**src/rtl/cache_arb_pkg.sv**
```systemverilog
// Shared types and constants for the cache bus arbiter: FSM states, owner encoding, burst sizing.
package cache_arb_pkg;

    localparam int unsigned DEF_BURST_LEN = 8;
    localparam int unsigned BEAT_W        = $clog2(DEF_BURST_LEN);

    typedef enum logic [1:0] {
        StIdle,
        StDcWr,
        StDcRd,
        StIcRd
    } arb_state_e;

    typedef enum logic [1:0] {
        OwnNone,
        OwnDcWr,
        OwnDcRd,
        OwnIc
    } arb_owner_e;

    function automatic arb_owner_e state_owner(input arb_state_e st);
        arb_owner_e own;
        unique case (st)
            StDcWr:  own = OwnDcWr;
            StDcRd:  own = OwnDcRd;
            StIcRd:  own = OwnIc;
            default: own = OwnNone;
        endcase
        return own;
    endfunction

endpackage

```
**src/rtl/cache_arb_addr_gen.sv**
```systemverilog
// Per-beat address generation: line base plus word offset, with optional critical-word-first
// wrap when CACHE_ARB_CWF_EN is defined.
module cache_arb_addr_gen
    import cache_arb_pkg::*;
#(
    parameter int unsigned ADDR_W    = 32,
    parameter int unsigned BURST_LEN = DEF_BURST_LEN
) (
    input  logic [ADDR_W-1:0]            base_addr_i,
    input  logic [$clog2(BURST_LEN)-1:0] cnt_i,
    input  logic                         rd_burst_i,
    output logic [ADDR_W-1:0]            mem_addr_o,
    output logic [$clog2(BURST_LEN)-1:0] beat_idx_o
);

    localparam int unsigned BeatW = $clog2(BURST_LEN);

    logic [BeatW-1:0] word_off;

`ifdef CACHE_ARB_CWF_EN
    logic unused_bits;
    assign unused_bits = ^base_addr_i[1:0];

    // Offset is BeatW bits wide, so the sum wraps within the line by construction.
    always_comb begin
        word_off = cnt_i;
        if (rd_burst_i) begin
            word_off = base_addr_i[BeatW+1:2] + cnt_i;
        end
    end
`else
    logic unused_bits;
    assign unused_bits = ^{rd_burst_i, base_addr_i[BeatW+1:0]};

    always_comb begin
        word_off = cnt_i;
    end
`endif

    assign mem_addr_o = {base_addr_i[ADDR_W-1:BeatW+2], word_off, 2'b00};
    assign beat_idx_o = word_off;

endmodule

```
**src/rtl/cache_bus_arbiter.sv**
```systemverilog
// Arbitrates the external memory port between I-cache refill, D-cache refill and D-cache
// write-back, running fixed-length line bursts. Optional CWF via CACHE_ARB_CWF_EN.
module cache_bus_arbiter
    import cache_arb_pkg::*;
#(
    parameter int unsigned ADDR_W    = 32,
    parameter int unsigned DATA_W    = 32,
    parameter int unsigned BURST_LEN = DEF_BURST_LEN
) (
    input  logic                         clk,
    input  logic                         rst,
    input  logic                         ic_rd_req,
    input  logic [ADDR_W-1:0]            ic_rd_addr,
    output logic                         ic_rvalid,
    output logic                         ic_done,
    input  logic                         dc_rd_req,
    input  logic [ADDR_W-1:0]            dc_rd_addr,
    output logic                         dc_rvalid,
    output logic                         dc_rd_done,
    input  logic                         dc_wr_req,
    input  logic [ADDR_W-1:0]            dc_wr_addr,
    input  logic [DATA_W-1:0]            dc_wdata,
    output logic                         dc_wready,
    output logic                         dc_wr_done,
    output logic [$clog2(BURST_LEN)-1:0] beat_idx,
    output logic                         mem_req,
    output logic                         mem_we,
    output logic [ADDR_W-1:0]            mem_addr,
    output logic [DATA_W-1:0]            mem_wdata,
    input  logic                         mem_ack,
    input  logic [DATA_W-1:0]            mem_rdata,
    output logic                         arb_busy
);

    localparam int unsigned  BeatW    = $clog2(BURST_LEN);
    localparam logic [BeatW-1:0] LastBeat = BeatW'(BURST_LEN - 1);

    arb_state_e        state_q, state_d;
    logic [BeatW-1:0]  cnt_q, cnt_d;
    logic              last_ic_q, last_ic_d;
    logic [ADDR_W-1:0] base_q, base_d;

    arb_owner_e        owner;
    logic              busy;
    logic              last_ack;
    logic [ADDR_W-1:0] gen_addr;
    logic [BeatW-1:0]  gen_beat;

    // Read data goes straight from the bridge to the caches.
    logic unused_rdata;
    assign unused_rdata = ^mem_rdata;

    always_ff @(posedge clk or posedge rst) begin
        if (rst) begin
            state_q   <= StIdle;
            cnt_q     <= '0;
            last_ic_q <= 1'b0;
            base_q    <= '0;
        end else begin
            state_q   <= state_d;
            cnt_q     <= cnt_d;
            last_ic_q <= last_ic_d;
            base_q    <= base_d;
        end
    end

    always_comb begin
        state_d   = state_q;
        cnt_d     = cnt_q;
        last_ic_d = last_ic_q;
        base_d    = base_q;
        unique case (state_q)
            StIdle: begin
                cnt_d = '0;
                // Write-back first so a victim leaves before its set is refilled.
                if (dc_wr_req) begin
                    state_d = StDcWr;
                    base_d  = dc_wr_addr;
                end else if (ic_rd_req && (!dc_rd_req || !last_ic_q)) begin
                    state_d   = StIcRd;
                    base_d    = ic_rd_addr;
                    last_ic_d = 1'b1;
                end else if (dc_rd_req) begin
                    state_d   = StDcRd;
                    base_d    = dc_rd_addr;
                    last_ic_d = 1'b0;
                end
            end
            default: begin
                if (mem_ack) begin
                    if (cnt_q == LastBeat) begin
                        state_d = StIdle;
                        cnt_d   = '0;
                    end else begin
                        cnt_d = cnt_q + 1'b1;
                    end
                end
            end
        endcase
    end

    cache_arb_addr_gen #(
        .ADDR_W   (ADDR_W),
        .BURST_LEN(BURST_LEN)
    ) u_addr_gen (
        .base_addr_i(base_q),
        .cnt_i      (cnt_q),
        .rd_burst_i (state_q != StDcWr),
        .mem_addr_o (gen_addr),
        .beat_idx_o (gen_beat)
    );

    always_comb begin
        owner      = state_owner(state_q);
        busy       = (state_q != StIdle);
        last_ack   = mem_ack && (cnt_q == LastBeat);
        arb_busy   = busy;
        mem_req    = busy;
        mem_we     = 1'b0;
        mem_addr   = '0;
        beat_idx   = '0;
        mem_wdata  = '0;
        ic_rvalid  = 1'b0;
        ic_done    = 1'b0;
        dc_rvalid  = 1'b0;
        dc_rd_done = 1'b0;
        dc_wready  = 1'b0;
        dc_wr_done = 1'b0;
        if (busy) begin
            mem_addr = gen_addr;
            beat_idx = gen_beat;
        end
        unique case (owner)
            OwnDcWr: begin
                mem_we     = 1'b1;
                mem_wdata  = dc_wdata;
                dc_wready  = mem_ack;
                dc_wr_done = last_ack;
            end
            OwnDcRd: begin
                dc_rvalid  = mem_ack;
                dc_rd_done = last_ack;
            end
            OwnIc: begin
                ic_rvalid = mem_ack;
                ic_done   = last_ack;
            end
            default: ;
        endcase
    end

endmodule

```
**config.mk**
```make
export PLATFORM = sky130hd
export DESIGN_NAME = cache_bus_arbiter
export DESIGN_NICKNAME = d
export VERILOG_FILES = /design/src/rtl/cache_arb_pkg.sv /design/src/rtl/cache_arb_addr_gen.sv /design/src/rtl/cache_bus_arbiter.sv
export SDC_FILE = /design/constraint.sdc
export NUM_CORES = 1
export LEC_CHECK = 0
export BUFFER_PORTS_ARGS = -buffer_cell sky130_fd_sc_hd__buf_4
export CORE_AREA = 4 4 92 94
export DETAILED_ROUTE_END_ITERATION = 8
export DIE_AREA = 0 0 96 98
export PLACE_DENSITY = 0.84
export SETUP_SLACK_MARGIN = 0.3
export SYNTH_ARGS = -nofsm -noshare
export SYNTH_HDL_FRONTEND = slang
export SYNTH_SLANG_ARGS = --single-unit
```
**constraint.sdc**
```tcl
create_clock -name clk -period 2.9 [get_ports clk]
set_input_delay 0.58 -clock clk [delete_from_list [all_inputs] [get_ports clk]]
set_output_delay 0.58 -clock clk [all_outputs]
set_load 0.005 [all_outputs]
```
# --- Yosys cells after proc, flatten, opt, wreduce, memory -nomap -nowiden ---
# Cells that the tools add are included.
# Widths: inputs -> output; s select.
op_classes:
  n_addsub: 1
  eq_ne: 8
  mux: 25
  n_bitwise: 1
  n_reduce_logical: 14
ops:
  columns: ["cell", "n"]
  rows:
  - ["$mux 32", 5]
  - ["$mux 2", 6]
  - ["$mux 3", 4]
  - ["$mux 1", 9]
  - ["$eq 2x2->1 const B", 4]
  - ["$reduce_bool 2->1", 4]
  - ["$pmux 2 s3", 1]
  - ["$reduce_and 3->1", 2]
  - ["$eq 2x1->1 const B", 2]
  - ["$ne 4x4->1 const B", 1]
  - ["$add 3x1->3 const B", 1]
  - ["$eq 3x3->1 const B", 1]
  - ["$reduce_bool 3->1", 1]
  - ["$logic_and 1x1->1", 2]
  - ["$logic_not 1->1", 2]
  - ["$logic_not 2->1", 1]
  - ["$reduce_and 2->1", 1]
  - ["$logic_or 1x1->1", 1]
  - ["$not 1->1", 1]
word_totals:
  regBits: 38
  in_bits: 166
  output_inout_bits: 76
  elab_cells: 53

# --- Logic depth before layout (Yosys ltp) ---
# Gate-level depths: netlist of the first run.
logic_depth:
  depth_word: 6
  mapped_depth: 7
  mapped_depth_nobuf: 5

# --- By module ---
# From an unflattened synthesis of the first run, not the netlist that was laid out.
hier_totals:
  cells_unflattened: 334
  area_unflattened_um2: 3039.2
modules_own_cells:
  columns: ["module", "n_inst", "cells_per_inst", "area_per_inst_um2", "seq_area_each_um2"]
  rows:
  - ["cache_bus_arbiter", 1, 298, 2772.7, 950.9]
  - ["cache_arb_addr_gen", 1, 36, 266.5, 0.0]

# --- Worst setup path before layout of the first run ---
# No wires, ideal clock.
synth_path:
  path_kind: "register -> output"
  from: "reg state_q[0]"
  to: "out mem_addr[4]"
  arrival_ps: 1284
  required_time_ps: 2320
  slack_ps: 1036
  path_stages_with_launch: 8
  path_buffers: 4
  path_cell_list: "dfrtp_1 buf_4 nor2_8 inv_2 clkbuf_1 clkbuf_1 and2_1 buf_4"
synth_via:
  elab_chain_len: 2
synth_lines:
  columns: ["element", "line_no", "source"]
  rows:
  - ["from (decl)", "cache_bus_arbiter.sv:38", "arb_state_e state_q, state_d;"]
  - ["from (signal assigned)", "cache_bus_arbiter.sv:55", "state_q <= StIdle;"]
  - ["from (signal assigned)", "cache_bus_arbiter.sv:60", "state_q <= state_d;"]
  - ["$reduce_bool 2->1", "cache_bus_arbiter.sv:115", "busy = (state_q != StIdle);"]
  - ["$mux 32", "cache_bus_arbiter.sv:129", "if (busy) begin"]
  - ["to (decl)", "cache_bus_arbiter.sv:28", "output logic [ADDR_W-1:0] mem_addr,"]
# Every way passes these cells.

# --- Final worst setup path of the first run ---
layout_path:
  from: "reg state_q[1]"
  to: "out beat_idx[1]"
layout_via:
  elab_chain_len: 2
layout_lines:
  columns: ["element", "line_no", "source"]
  rows:
  - ["$reduce_bool 2->1", "cache_bus_arbiter.sv:115", null]
  - ["$mux 3", "cache_bus_arbiter.sv:129", null]
  - ["to (decl)", "cache_bus_arbiter.sv:25", "output logic [$clog2(BURST_LEN)-1:0] beat_idx,"]
# Every way passes these cells.

==> results.md, run 1 <==
* Run status: completed
* Startpoint Class: flop
* First-pass GRT wire length at 13230 um
* Mapped Cells at 269
* Slew @ Worst Pin at between 1 and 1.5 ns
* Largest family of logic cells by synthesized area: simple AND/OR/NAND/NOR gates
* GRT Total Usage at approximately 18%
* Multi-input gate area at 1451 sq um
* GRT overflow at 0
* Post-CTS Repair Setup Buffers at 0
* Routed Antenna Nets at 0
* Num CTS Buffers at 5
* Fin crit period at between 2 and 2.5 ns
* PwrDens at 765.0 nW/um^2
* Initial core utilization at between 30 and 40%
* Root Buffer: clkbuf_8
* Final setup fails at 0
* Total of max-cap violations at 0
* CTS tree: done
* Clock H-tree levels at 2
* Synth Area in Simple Gates at 26.44%
* Leak at just over 2 nW
* Fillers at ~720
* Die Y at slightly below 100 um
* Largest net degree at the start of global routing at just under 60
* FF+latch area at approximately 830 sq um
* Worst setup EP type: output port
* Fmax at ~0.41 GHz
* Post-route DRC violation count at 0
* ANT cells at 0
* 1st-iter DRT viols at 87
* Drt via density at approximately 4.9
* Number of nets in the layout at between 600 and 700
* Wirelength, routed at 8787 um
* Post-Synth Adder-Cell Area at under 10%
* Synth cell types at 28
* Worst-case clock buffer depth at 2
* RR Startpoint: state_q[1]$_DFFE_PP0P_
* Hpwl dp at roughly 6800 um
* Synth warn at 0
* GPL Wtd Cong at just under 0.7
* Vias in the first global route at ~2700
* Mean routed wirelength per cell at around 16 um
* Initial antenna violation count at 0
* Worst-Skew Late Latency at about 0.28 ns
* Via count at roughly 2700
* RSZ-0062 raised after global routing: no
* Synthesized-area fraction occupied by xor and xnor cells at 0%
* Final Max Tran Viols at 0
* Min-Delay Path Class: input pin to asynchronous set/reset pin
* Share of cells above drive strength 1 at between 50% and 60%
* # rows at 32
* Synth Register Bits at 33
* Die area at 9408 sq um
* Clock Skew at approximately 0.0065 ns
* Setup TNS at 0 ns
* Fin crit share at between 80 and 90%
* Port Buffer Count at 192
* Mux contribution to synthesized area at approximately an eighth
* Worst EP required at 2.32 ns
* Top cell type's share of synthesized area at approximately a third
* Power Total at 0.003064 W
* Area contributors post-synth: dfrtp_1 (34%), and2_1 (16%), mux2i_1 (12%), o211ai_2 (9.7%), nand3_1 (5.5%)
* Clock slew at reported path FFs at around 0.070 ns
* P&R area growth vs syn at 63.40%
* Crit path from: state_q[1]$_DFFE_PP0P_
* Die width at between 90 and 100 um
* DRT Pass-1 Iters at 4
* Avg Inst Size Synth at just over 9 sq um
* Synth area leader: dfrtp_1
* Crit path DAT at ~1.9 ns
* Mapped Area at 2451 sq um
* Sequential element share of the synthesized area at between 30% and 40%
* Crit Path Class: flop to output port
* Complex-gate fraction of the synthesized area at around a fifth
* Worst relative slew slack at 30.85%
* Core ar. at between 7000 and 8000 sq um
* Final Hold Viols at 0
* CP max FO at slightly below 60
* Clock sinks at 33
* Ports at ~240
* VDD IR-drop max at between 0.3 and 0.4 mV
[final timing paths]
kind                            slack [ns]  depth (start not counted)                     end
worst max-delay path                  0.46                          4             beat_idx[1]
worst min-delay path                  0.39                          2  base_q[24]$_DFFE_PP0P_
worst max register to register        0.92                          5  base_q[22]$_DFFE_PP0P_
worst min register to register        0.49                          1   last_ic_q$_DFFE_PP0P_
max in group asynchronous             1.81                          3  base_q[11]$_DFFE_PP0P_
min in group clk                      0.49                          1   last_ic_q$_DFFE_PP0P_
[metrics by stage]
| stage | hold slack [ns] | std cells | cell area (sq um) | setup WS (ns) | util, % |
|---|---|---|---|---|---|
| floorplan | 0.4510 | 270 | 2455 | 1.036 | - |
| global placement | 0.4718 | 539 | 3916 | 0.5084 | 51.21 |
| detailed placement | 0.4738 | 539 | 3916 | 0.4298 | 51.21 |
| CTS | 0.4084 | 547 | 4005 | 0.4217 | 52.37 |
| global route | 0.4261 | 547 | 4005 | 0.3031 | 52.37 |
| finish | 0.3861 | 547 | 4005 | 0.4564 | 52.37 |
[power breakdown]
group          total, W  internal [W]  leakage [nW]  switching, W
sequential     0.000814      0.000679         0.407      0.000136
clock          0.000346      0.000166        0.0439      0.000180
combinational   0.00190       0.00106          1.63      0.000839
total           0.00306       0.00191          2.08       0.00116
[worst max-delay path, stage by stage (launching register included)]
cell and delay (ns):
dfrtp_1 0.58, nor2_8 0.07, inv_2 0.55, and2_1 0.26, buf_4 0.12
[cell usage in the layout, fill, tap and decap left out]
| cell type | Yosys | final |
|---|---|---|
| buf_4 | 9 | 198 |
| inv_2 | 1 | 1 |
| conb_1 | 1 | 2 |
| nor3_4 | 0 | 1 |
| buf_12 | 0 | 1 |
| a21oi_1 | 1 | 1 |
| nor3_1 | 1 | 1 |
| inv_1 | 1 | 1 |
| o211ai_1 | 8 | 8 |
| nand2_1 | 6 | 6 |
| nor3b_1 | 1 | 1 |
| nor2_1 | 6 | 6 |
| o211ai_2 | 19 | 19 |
| mux2i_1 | 30 | 30 |
| and3_1 | 1 | 1 |
| o21ai_0 | 27 | 27 |
| nor2b_1 | 3 | 2 |
| dfrtp_1 | 33 | 33 |
| a21bo_2 | 1 | 1 |
| or3_1 | 1 | 1 |
| nor2b_2 | 0 | 1 |
| clkinvlp_4 | 0 | 1 |
| ha_1 | 2 | 2 |
| nor2_8 | 1 | 1 |
| a31oi_1 | 1 | 1 |
| clkbuf_8 | 0 | 5 |
| clkinv_2 | 0 | 2 |
| and2_1 | 63 | 63 |
| o31ai_1 | 1 | 1 |
| nand3_1 | 27 | 27 |
[synth_stat cells]
| master | instances |
|---|---|
| nor3_1 | 1 |
| nor2_1 | 6 |
| o31ai_1 | 1 |
| nor2_8 | 1 |
| buf_4 | 9 |
| conb_1 | 1 |
| nand2_1 | 6 |
| buf_6 | 3 |
| clkbuf_1 | 18 |
| nand3_1 | 27 |
| ha_1 | 2 |
| nor3_2 | 1 |
| a21bo_2 | 1 |
| and2_1 | 63 |
| buf_2 | 2 |
| nor2b_1 | 3 |
| inv_1 | 1 |
| o21ai_0 | 27 |
| o211ai_1 | 8 |
| inv_2 | 1 |
| or3_1 | 1 |
| a21oi_1 | 1 |
| mux2i_1 | 30 |
| and3_1 | 1 |
| nor3b_1 | 1 |
| a31oi_1 | 1 |
| dfrtp_1 | 33 |
| o211ai_2 | 19 |
[registers in the layout, summed over array words and instances, names as in the netlist]
register,cells
base_q,27
last_ic_q,1
cnt_q,3
state_q,2
[what timing repair did]
action | in CTS | in global routing
gates resized for setup | 1 | 0
hold buffers | 0 | 0
setup endpoints to repair | 23 | 0
[cell families (layout without fill, tap and decap cells)]
group | count (synthesis) | after routing
other | 1 | 2
adder cells (fa/ha/maj) | 2 | 2
multiplexers | 30 | 30
AND/OR/NAND/NOR | 111 | 111
AO/OA/AOI/OAI | 58 | 58
flip-flops | 33 | 33
buffers and inverters | 34 | 209
[metal layers]
layer	up-vias	GRT usage, %	share of wire (%)
met5	-	0	0
met4	0	3.829	0.90
met3	12	4.777	11
met2	141	33.67	52
met1	1240	19.12	36
li1	1284	-	-
[cell type report]
cell class	count	share of cell area, %
Timing Repair Buffer	199	37.61
Multi-Input combinational cell	203	36.24
Sequential cell	33	20.62
Tap cell	102	3.186
Clock buffer	5	1.718
Clock inverter	3	0.4374
Inverter	2	0.1874
(Power assumes the default switching activity.)
==> inputs of run 2 (changes only) <==
--- a/config.mk
+++ b/config.mk
@@ -6,10 +6,10 @@
 export NUM_CORES = 1
 export LEC_CHECK = 0
 export BUFFER_PORTS_ARGS = -buffer_cell sky130_fd_sc_hd__buf_4
-export CORE_AREA = 4 4 92 94
+export CORE_MARGIN = 4
+export CORE_UTILIZATION = 33
 export DETAILED_ROUTE_END_ITERATION = 8
-export DIE_AREA = 0 0 96 98
-export PLACE_DENSITY = 0.84
+export PLACE_DENSITY = 0.89
 export SETUP_SLACK_MARGIN = 0.3
 export SYNTH_ARGS = -nofsm -noshare
 export SYNTH_HDL_FRONTEND = slang
==> constraint.sdc (replaced) <==
create_clock -name clk -period 2.2 [get_ports clk]
set_input_delay 0.44 -clock clk [delete_from_list [all_inputs] [get_ports clk]]
set_output_delay 0.44 -clock clk [all_outputs]
set_load 0.005 [all_outputs]
==> run 2 against run 1 <==
Against the previous run:
- core utilization up 3.9 points
- final cell count rose by 0.91%
- clock skew fell by 0.0036 ns
- critical path depth rose by 1
- wire length down 3.9%
- global-route usage grew 0.42 points
- flip-flop and latch count unchanged
- largest power group unchanged
- highest routed layer unchanged
==> results.md, run 2 (synthesis results as in run 1) <==
* Run status: completed
* ANT cells at 0 (unchanged)
* Fin crit share at 84.28%
* Final setup fails at 0 (unchanged)
* Largest net degree at the start of global routing at 36 (-39%)
* Part of the power in registers at 25.5% (-1.1 points)
* Hpwl dp at 6533 um (-3.2%)
* Die area at 8871 sq um (-5.7%)
* Post-route DRC violation count at 0 (unchanged)
* Non-Filler Instances at 552 (+0.91%)
* Hold Worst Slack at 0.1972 ns (-0.1889 ns)
* VDD IR-drop max at 0.3431 mV (+5.9%)
* Worst-case clock buffer depth at 2 (unchanged)
* GPL Wtd Cong at 0.7736 (+12%)
* Worst EP required at 1.76 ns (-0.56 ns)
* Drt via density at 4.853 (-0.83%)
* GRT Total Usage at 18.18% (+0.42 points)
* Setup TNS at 0 ns (unchanged)
* 1st-iter DRT viols at 91 (+4.6%)
* Clock Skew at 0.002925 ns (-0.003619 ns)
* CP max FO at 31 (-47%)
* Pre-CTS setup slack at 0.4029 ns (-0.02690 ns)
* Min-Delay Path Class: input pin to asynchronous set/reset pin
* P&R area growth vs syn at 66.46%
* RR Startpoint: state_q[1]$_DFFE_PP0P_
* GRT overflow at 0 (unchanged)
* # rows at 31 (-3.1%)
* Total of max-cap violations at 0 (unchanged)
* Worst setup margin at 0.3459 ns (-0.1104 ns)
* Crit path DAT at 1.41 ns (-0.45 ns)
* Die width at 94.19 um (-1.9%)
* Mean routed wirelength per cell at 15.29 um (-4.8%)
* Clock sinks at 33 (unchanged)
* Port Buffer Count at 192 (unchanged)
* Startpoint Class: flop
* Ports at 242 (unchanged)
* Final Max Tran Viols at 0 (unchanged)
* Initial antenna violation count at 0 (unchanged)
* Vias in the first global route at 2714 (+0.74%)
* Crit path from: state_q[1]$_DFFE_PP0P_
* Routed Antenna Nets at 0 (unchanged)
* Max incr delay on CP at 0.46 ns (-0.12 ns)
* Core ar. at 7253 sq um (-5.2%)
* Sw Share at 37.09% (-0.62 points)
* Leak at 2.118 nW (+1.9%)
* Reg with most FFs: base_q
* Int Pwr at 0.002604 W (+36%)
* Initial core utilization at 33.79% (+1.7 points)
* P_sw at 0.001535 W (+33%)
* Power share of the clock group at 10.8% (-0.5 points)
* Worst-path cell chain: nor2_8, inv_2, buf_8, and2_1, buf_4
* Clock H-tree levels at 2 (unchanged)
* Final Hold Viols at 0 (unchanged)
* Max FFs per register at 27 (unchanged)
* Clock slew at reported path FFs at 0.07 ns (about the same)
* Fillers at 632 (-12%)
* Placed insts at 540 (+0.19%)
* Wirelength, routed at 8441 um (-3.9%)
* Top flop regs: base_q x27, cnt_q x3, state_q x2
* Worst setup EP type: output port
* RSZ-0062 raised after global routing: yes
* First-pass GRT wire length at 12970 um (-2.0%)
* Commonest non-fill, non-tap cell in the layout: buf_4
* Most frequent cells in the layout: buf_4 (204), and2_1 (63), dfrtp_1 (31)
* R2R Path End: base_q[26]$_DFFE_PP0P_
* R2R depth at 6 (+1)
* DRT Pass-1 Iters at 6 (+2)
* Number of nets in the layout at 620 (+1.3%)
* Num CTS Buffers at 5 (unchanged)
* Share of cells above drive strength 1 at 53.86% (+2.0 points)
* Worst-Skew Late Latency at 0.28 ns (about the same)
* Fmax at approximately 0.54 GHz
* CTS tree: done
* Worst reg2reg setup slack at 0.52 ns (-0.40 ns)
* Gate power share at 63.7% (+1.6 points)
* Crit Path Class: flop to output port
* Critical path's slowest cell: dfrtp_2
* PwrDens at 1014 nW/um^2 (+33%)
* Fin crit period at 1.854 ns
* Via count at 2679 (+0.075%)
* Root Buffer: clkbuf_8
* Die Y at 94.19 um (-3.9%)
==> run 2: cell types whose count changed in the layout (fill, tap and decap cells not counted), moves of 2 or more <==
cell and change:
dfrtp_2 +2, dfrtp_1 -2, buf_4 +6, buf_8 +2
==> run 2: final cells by class <==
type | count | area [sq um] | area share [%]
inverter | 2 | 7.507 | 0.1840
multi-input combinational | 203 | 1461 | 35.82
tap | 99 | 123.9 | 3.036
clock inverter | 3 | 17.52 | 0.4293
timing repair buffer | 207 | 1573 | 38.55
clock buffer | 5 | 68.82 | 1.687
sequential | 33 | 828.3 | 20.30
==> run 2: through the flow <==
stage                     util (%)  area (sq um)  power, W
after floorplan                  -          2455  0.002411
after global placement       54.18          3930  0.003515
after detailed placement     54.18          3930  0.003601
after CTS                    55.80          4048  0.004126
after global routing         56.25          4080  0.004498
final                        56.25          4080  0.004139
==> run 2: worst max-delay path: cells and delay by family, from the launching register on <==
kind	cells	cell delay [ns]
flip-flops	1	0.46
AND/OR/NAND/NOR	2	0.32
buffers and inverters	3	0.36
==> run 2: how the worst max path moves through the flow <==
stage	to	slack (ns)	cells after the start
final	beat_idx[2]	0.35	5
after global routing	dc_rd_done	0.26	5
after CTS	beat_idx[2]	0.30	5
after detailed placement	base_q[25]$_DFFE_PP0P_	0.40	6
after floorplan	mem_addr[4]	0.48	7
after global placement	base_q[23]$_DFFE_PP0P_	0.44	6
==> run 2: per-layer routing <==
| layer | GRT usage (%) | wire length [um] | part of all wire, % | vias to the layer above |
|---|---|---|---|---|
| li1 | - | - | - | 1295 |
| met1 | 19.18 | 2844 | 34 | 1237 |
| met2 | 34.52 | 4524 | 54 | 135 |
| met3 | 5.609 | 955 | 11 | 12 |
| met4 | 4.813 | 115 | 1.4 | 0 |
| met5 | 0 | 0 | 0 | - |
==> run 2: power groups by stage <==
stage,registers (W),clock network [W],logic (W)
final,0.00106,0.000447,0.00264
after global routing,0.00110,0.000504,0.00289
after CTS,0.00105,0.000466,0.00261
after detailed placement,0.00109,0,0.00252
after global placement,0.00106,0,0.00245
after floorplan,0.000989,0,0.00142
==> run 2: repair_timing <==
action	in CTS	in global routing
endpoints found under the setup margin	70	69
hold buffers	0	0
setup buffers	3	0
gates cloned	0	1
pin swaps	0	1
resized for setup	4	9
hold endpoints to repair	0	0
